**src/rtl/fhs_clk_tx_pkg.sv**
```systemverilog
// Shared types and field geometry for the master-side FHS CLK field transmitter.
package fhs_clk_tx_pkg;

    localparam int FHS_CLK_W   = 26;
    localparam int FHS_CLK_LSB = 2;

    typedef enum logic [1:0] {
        IDLE,
        ARMED,
        WAIT_FLD,
        SHIFT
    } state_t;

endpackage

```
**src/rtl/fhs_clk_ser.sv**
```systemverilog
// Parallel-load, LSB-first serializer with a saturating bit counter.
// Every shift edge registers the next bit; last flags that all W bits are out.
module fhs_clk_ser
    import fhs_clk_tx_pkg::*;
#(
    parameter int W = FHS_CLK_W
) (
    input  logic         clk_6M,
    input  logic         rst,
    input  logic         load,
    input  logic [W-1:0] load_val,
    input  logic         start,
    input  logic         shift,
    input  logic         clear,
    output logic         ser_bit,
    output logic         ser_vld,
    output logic         last
);

    localparam int CNT_W = $clog2(W + 1);

    logic [W-1:0]     sr;
    logic [CNT_W-1:0] cnt;

    assign last = (cnt == CNT_W'(W));

    // NOTE: state uses <= so every register samples pre-edge values; later ifs override earlier ones.
    always_ff @(posedge clk_6M) begin
        if (rst) begin
            sr      <= '0;
            cnt     <= '0;
            ser_bit <= 1'b0;
            ser_vld <= 1'b0;
        end else begin
            if (load) begin
                sr  <= load_val;
                cnt <= '0;
            end
            if (start) begin
                cnt <= '0;
            end
            if (shift && !last) begin
                ser_bit <= sr[0];
                ser_vld <= 1'b1;
                sr      <= sr >> 1;
                cnt     <= cnt + CNT_W'(1);
            end
            if (clear) begin
                ser_bit <= 1'b0;
                ser_vld <= 1'b0;
            end
        end
    end

endmodule

```
**src/rtl/fhs_clk_tx.sv**
```systemverilog
// FHS CLK field transmitter: snapshots CLK_master[27:2]+1 at the next master TX
// slot start and serializes it LSB first, one bit per p_1us tick.
module fhs_clk_tx
    import fhs_clk_tx_pkg::*;
#(
    parameter int FLD_W     = FHS_CLK_W,
    parameter int TMO_SLOTS = 2
) (
    input  logic             clk_6M,
    input  logic             rst,
    input  logic             p_1us,
    input  logic [27:0]      CLK_master,
    input  logic             Master_RX_tslot_endp,
    input  logic             m_tslot_p,
    input  logic             fhs_req_p,
    input  logic             fhs_abort_p,
    input  logic             fld_start_p,
    output logic             clk_bit,
    output logic             clk_bit_vld,
    output logic [FLD_W-1:0] fhs_CLK_snap,
    output logic             busy,
    output logic             done_p,
    output logic             err_p
);

    localparam int SLOT_W = $clog2(TMO_SLOTS + 1);

    state_t            state, state_nxt;
    logic [SLOT_W-1:0] slot_cnt;
    logic [FLD_W-1:0]  snap_val;
    logic              load, start, shift, clear, last;
    logic              slot_clr, slot_inc, done_nxt, err_nxt;
    logic              unused_clk_lsb;

    // CLK ticks on the same edge that opens the TX slot, so the field carries the next value.
    assign snap_val       = CLK_master[FHS_CLK_LSB +: FLD_W] + FLD_W'(1);
    assign unused_clk_lsb = ^CLK_master[FHS_CLK_LSB-1:0];
    assign busy           = (state != IDLE);

    // NOTE: every output of this block gets a default first, so no path can infer a latch.
    always_comb begin
        state_nxt = state;
        load      = 1'b0;
        start     = 1'b0;
        shift     = 1'b0;
        clear     = 1'b0;
        slot_clr  = 1'b0;
        slot_inc  = 1'b0;
        done_nxt  = 1'b0;
        err_nxt   = 1'b0;
        if (state != IDLE && fhs_abort_p) begin
            state_nxt = IDLE;
            clear     = 1'b1;
            err_nxt   = 1'b1;
        end else begin
            case (state)
                IDLE: begin
                    if (fhs_req_p) state_nxt = ARMED;
                end
                ARMED: begin
                    if (Master_RX_tslot_endp) begin
                        load      = 1'b1;
                        slot_clr  = 1'b1;
                        state_nxt = WAIT_FLD;
                    end
                end
                WAIT_FLD: begin
                    if (fld_start_p) begin
                        start     = 1'b1;
                        state_nxt = SHIFT;
                    end else if (m_tslot_p) begin
                        if (slot_cnt == SLOT_W'(TMO_SLOTS - 1)) begin
                            err_nxt   = 1'b1;
                            state_nxt = IDLE;
                        end else begin
                            slot_inc = 1'b1;
                        end
                    end
                end
                SHIFT: begin
                    if (p_1us) begin
                        if (last) begin
                            clear     = 1'b1;
                            done_nxt  = 1'b1;
                            state_nxt = IDLE;
                        end else begin
                            shift = 1'b1;
                        end
                    end
                end
                default: state_nxt = IDLE;
            endcase
        end
    end

    always_ff @(posedge clk_6M) begin
        if (rst) begin
            state        <= IDLE;
            slot_cnt     <= '0;
            fhs_CLK_snap <= '0;
            done_p       <= 1'b0;
            err_p        <= 1'b0;
        end else begin
            state  <= state_nxt;
            done_p <= done_nxt;
            err_p  <= err_nxt;
            if (load)     fhs_CLK_snap <= snap_val;
            if (slot_clr) slot_cnt     <= '0;
            else if (slot_inc) slot_cnt <= slot_cnt + SLOT_W'(1);
        end
    end

    fhs_clk_ser #(
        .W (FLD_W)
    ) u_ser (
        .clk_6M   (clk_6M),
        .rst      (rst),
        .load     (load),
        .load_val (snap_val),
        .start    (start),
        .shift    (shift),
        .clear    (clear),
        .ser_bit  (clk_bit),
        .ser_vld  (clk_bit_vld),
        .last     (last)
    );

endmodule

```
**config.mk**
```make
export PLATFORM = sky130hd
export DESIGN_NAME = fhs_clk_tx
export DESIGN_NICKNAME = d
export VERILOG_FILES = /design/src/rtl/fhs_clk_tx_pkg.sv /design/src/rtl/fhs_clk_ser.sv /design/src/rtl/fhs_clk_tx.sv
export SDC_FILE = /design/constraint.sdc
export NUM_CORES = 1
export LEC_CHECK = 0
export CORE_ASPECT_RATIO = 0.7
export CORE_UTILIZATION = 50
export DETAILED_ROUTE_END_ITERATION = 10
export PLACE_DENSITY = 0.79
export SKIP_LAST_GASP = 1
export SYNTH_ARGS = -nofsm -noshare
export SYNTH_HDL_FRONTEND = slang
export SYNTH_SLANG_ARGS = --single-unit
```
**constraint.sdc**
```tcl
create_clock -name clk_6M -period 2.45 [get_ports clk_6M]
set_clock_uncertainty 0.2 [all_clocks]
set_input_delay 0.6125 -clock clk_6M [delete_from_list [all_inputs] [get_ports clk_6M]]
set_output_delay 0.6125 -clock clk_6M [all_outputs]
set_load 0.02 [all_outputs]
```
* After elaboration in Yosys (flattened, before gate mapping)
Cells that the tools add are included.
Storage, ports and cells: bits in registers 65, output and inout port bits 31
Operators by class: equality and inequality tests 11, add/subtract/negate cells 3, reductions and logical operators 12, multiplexer cells 37
Operators by type and width (count):
- 25-bit two-way mux | 2
- 26-bit by 1-bit adder with 26-bit output (second input constant) | 1
- 1-bit two-way mux | 24
- 5-bit two-way mux | 3
- 2-bit two-way mux | 7
- 2-bit one-hot mux with 4 select lines | 1
- 2-bit OR reduction | 4
- 2-bit inequality test (second input constant) | 3
- 3-bit inequality test (second input constant) | 2
- 6-bit AND reduction | 1
- 5-bit by 1-bit adder with 5-bit output (second input constant) | 1
- 5-bit == test (second input constant) | 1
- 2-bit by 1-bit == test with 1-bit output (second input constant) | 2
- 2-bit == test (second input constant) | 2
- 2-bit nonzero test | 2
- 3-bit nonzero test | 1
- 2-bit by 1-bit adder with 2-bit output (second input constant) | 1
- 1-bit logical AND | 2
- 2-bit logical NOT | 1
- 2-bit by 1-bit inequality test with 1-bit output (second input constant) | 1
- 1-bit logical NOT | 1

* Longest topological paths before layout
depth after elaboration 7, gate-level depth with buffers 9, mapped depth without buffers 7

* Hierarchy
From an unflattened synthesis, not the netlist that was laid out.
Unflattened totals: cells, all modules 421, area, all modules 3487.1 um^2
Modules (own cells, without submodules):
- fhs_clk_tx | cells each 232, area an instance 1799.2 um^2, instances 1
- fhs_clk_ser | cells each 189, area an instance 1687.9 um^2, instances 1

* Worst setup path before layout
OpenSTA, ideal clock, no wires.
path kind input -> register, start point input port fhs_abort_p, end point register u_ser.sr[11], stages on the path 7, arrival time 1.807 ns, required time 2.116 ns, buffers on the path 3, library setup time 0.134 ns, slack 0.309 ns, cells stage by stage clkbuf_1 nor4bb_1 clkbuf_1 nor2_1 clkbuf_1 a22oi_1 o22ai_1
On the way: word-level cells in the longest chain between the ends 4
Ends and longest elaborated chain:
- start: declaration | RTL line fhs_clk_tx.sv:16 | input logic fhs_abort_p,
- 1-bit logical AND (*) | RTL line fhs_clk_tx.sv:51 | if (state != IDLE && fhs_abort_p) begin
- 1-bit two-way mux | RTL line fhs_clk_tx.sv:51
- 1-bit logical AND | RTL line fhs_clk_ser.sv:42 | if (shift && !last) begin
- 25-bit two-way mux / 2-bit nonzero test (equally long branches)
- end signal: assignment | RTL line fhs_clk_ser.sv:36 | sr <= load_val;
- end signal: assignment | RTL line fhs_clk_ser.sv:45 | sr <= sr >> 1;
- end: declaration | RTL line fhs_clk_ser.sv:22 | logic [W-1:0] sr;
Mark *: on every way between the ends. The rest lies on a longest branch, timed or not. A chain may end at the register's enable or synchronous reset.

* Worst setup path in the final report
start point input port CLK_master[17], end point register u_ser.sr[23]
On the way: word-level cells in the longest chain between the ends 3
Ends and longest elaborated chain:
- start: declaration | RTL line fhs_clk_tx.sv:12 | input logic [27:0] CLK_master,
- 26-bit by 1-bit adder with 26-bit output | RTL line fhs_clk_tx.sv:36 | assign snap_val = CLK_master[FHS_CLK_LSB +: FLD_W] + FLD_W'(1);
- 25-bit two-way mux | RTL line fhs_clk_ser.sv:35 | if (load) begin
- 25-bit two-way mux | RTL line fhs_clk_ser.sv:42
No other way between the ends. The select of a mux whose other input is x is not followed.

==> run summary <==
Leak: 1.73 nW
Arr. time, crit path: 2440 ps
async set-reset flop share out of synthesis: 0%
crit path time final: 2370 ps
Worst setup SP type: primary input
final worst slack: 77.7 ps
initial drt markers: 245
Post-synth top flop: dfxtp_1
compound-gate portion of the synthesized area: 20.8%
fill count: 427
final hold violations: 0
crit path max fanout: 9
Power Density: 488 mW/mm^2
initial antenna violation count: 0
post-synthesis mux area share: 0%
synthesized area: 0.00306 mm^2
sequential fraction of design power: 50.7%
unique cell type count in the Yosys netlist: 45
top cell type's share of synthesized area: 42.6%
Net Sw Frac: 26.6%
run status: completed
f_max: 422 MHz
fraction of layout cells with a size suffix above 1: 18.9%
routed vias: 3328
die area: 0.00643 mm^2
clk sinks: 65
WP data required: 2520 ps
P_sw: 0.000576 W
# IOs: 67
Synth area leaders: dfxtp_1 (43%), a21oi_1 (6.9%), nand2_1 (6.8%)
clock buffer depth: 2
vias in the first global route: 3130
Synth Warn #: 0
HPWL after detailed placement: 6450 um
final net count: 534
clock share of power: 34.2%
simple-gate portion of the synthesized area: 25.3%
VDD IR max: 0.382 mV
Synth-to-Final Area Change: 45.1%
syn avg cell area: 8.02 um^2
worst slack at placement: -459 ps
clock slew seen by the registers of the worst setup and hold paths: 70 ps
clk_lat worst skew: 340 ps
port bufs: 64
core box area: 0.00581 mm^2
Tcrit/Tclk final: 96.8%
synthesized flop and latch total: 65
fin cells: 572
Crit Path Category: in -> reg
FF-to-FF setup slack: 130 ps
Starting Density: 52.6%
Internal Power: 0.00159 W
TritonCTS buffer count: 9
Final Max Tran Viols: 0
Cell Chain, Critical Path: clkdlybuf4s50_1 > buf_4 > and3_1 > nand4_1 > or4_1 > o211ai_1
Worst Path Buf+Inv: 2
first-pass GRT wire length: 14600 um
Top Family by Delay on Critical Path: simple AND/OR/NAND/NOR gates
XOR/XNOR Fraction of Synth Area: 4.58%
Synth Net Count: 421
die width: 95.5 um
largest net degree at the start of global routing: 31
Die Span Y: 67.4 um
Diodes inserted: 0
Pre-antenna DRT Iters: 5
synthesized instance count: 381
EDFF count, synth: 0
worst min path class: reg -> reg
crit path max-delay cell type: or4_1
setup violators final: 0
gr ovfl total: 0
dpl cells: 555
worst-margin pin slew: 477 ps
H-tree depth: 3
post-synthesis adder-cell area fraction: 1.64%
Antenna Nets Post-Route: 0
GPL Wtd Cong: 0.850
CTS Hold Bufs: 0
largest family of logic cells by synthesized area: simple AND/OR/NAND/NOR gates
Overall Global Routing Usage: 29.9%
Routed WL per cell: 16.0 um
max_cap viols: 0
Post-synth top cells: dfxtp_1 (65), nand2_1 (55), a21oi_1 (42)
most frequent cell after synthesis: dfxtp_1
Setup crit end kind: register
DRC Markers: 0
sequential area share after synthesis: 42.6%
drt via density: 5.82
Rows: 23
Routed Wire Length: 9170 um
CTS tree: yes
CP peak stage delay: 530 ps
leading area contributor after synthesis: dfxtp_1
combinational share of power: 15.1%
Slew headroom: 68.2%
Fin Setup TNS: 0 ps
Root Driver: clkbuf_8
## through the flow
stage / utilization [%] / power (W) / hold slack [ps] / cell area [um^2]
floorplan: - / 0.00125 / 229 / 3060
global placement: 71.7 / 0.00142 / 242 / 4170
detailed placement: 71.7 / 0.00143 / 247 / 4170
CTS: 74.6 / 0.00217 / 256 / 4340
global route: 76.3 / 0.00225 / 281 / 4430
finish: 76.3 / 0.00216 / 254 / 4430
## layout by cell type (no fill, tap or decap), types with 12 or more instances in the layout
| master | count |
|---|---|
| dlymetal6s2s_1 | 13 |
| nand3_1 | 17 |
| a21oi_1 | 42 |
| nand2_1 | 54 |
| dfxtp_1 | 65 |
| a31oi_1 | 15 |
| o21ai_0 | 12 |
| clkdlybuf4s50_1 | 50 |
| buf_4 | 64 |
| nor2_1 | 24 |
## cells by family after synthesis
logic type,after synthesis
XOR/XNOR,16
AO/OA/AOI/OAI,106
buffers and inverters,38
adder cells (fa/ha/maj),4
AND/OR/NAND/NOR,152
flip-flops,65
## registers in the layout (all words and copies together) (netlist names), 2 cells and up
name          count
state             2
fhs_CLK_snap     26
slot_cnt          2
u_ser.cnt         5
u_ser.sr         26
## metal layers
metal  vias up  GRT usage, %  wire, um
li1       1599             -         -
met1      1559          38.9      4120
met2       144          48.0      4190
met3        26          7.77       635
met4         0          11.4       223
met5         -             0         0
## repair_timing
item                                    CTS  global route
buffers inserted                          0             3
gates resized for setup                   3            21
endpoints found under the hold margin     0             0
endpoints found under the setup margin    3            17
pin swaps                                 0             9
## cell type report
| cell class | count | area (um^2) | area share, % |
|---|---|---|---|
| Sequential cell | 65 | 1300 | 29.3 |
| Multi-Input combinational cell | 278 | 1680 | 37.9 |
| Tap cell | 75 | 93.8 | 2.12 |
| Timing Repair Buffer | 129 | 1170 | 26.4 |
| Clock inverter | 5 | 25.0 | 0.564 |
| Clock buffer | 9 | 124 | 2.79 |
| Inverter | 11 | 41.3 | 0.931 |
## power by group through the flow
stage / Clock (W) / Combinational, W / Sequential, W
5_1_grt: 0.000796 / 0.000352 / 0.00110
3_5_place_dp: 0 / 0.000314 / 0.00112
3_3_place_gp: 0 / 0.000304 / 0.00112
4_1_cts: 0.000751 / 0.000319 / 0.00110
6_report: 0.000741 / 0.000326 / 0.00110
2_1_floorplan: 0 / 0.000117 / 0.00113
## worst paths after layout
kind	endpoint	depth (start not counted)	start
max	u_ser.sr[23]	6	CLK_master[17]
min	fhs_CLK_snap[7]	2	fhs_CLK_snap[7]
max reg2reg	u_ser.sr[14]	7	u_ser.cnt[0]
min reg2reg	fhs_CLK_snap[7]	2	fhs_CLK_snap[7]
## worst min-delay path, delay by kind of cell, from the launching register on
family | cells | cell delay, ps
AND/OR/NAND/NOR | 1 | 50
flip-flops | 1 | 310
AO/OA/AOI/OAI | 1 | 50
No activity file was read; power rests on OpenSTA's default activity.
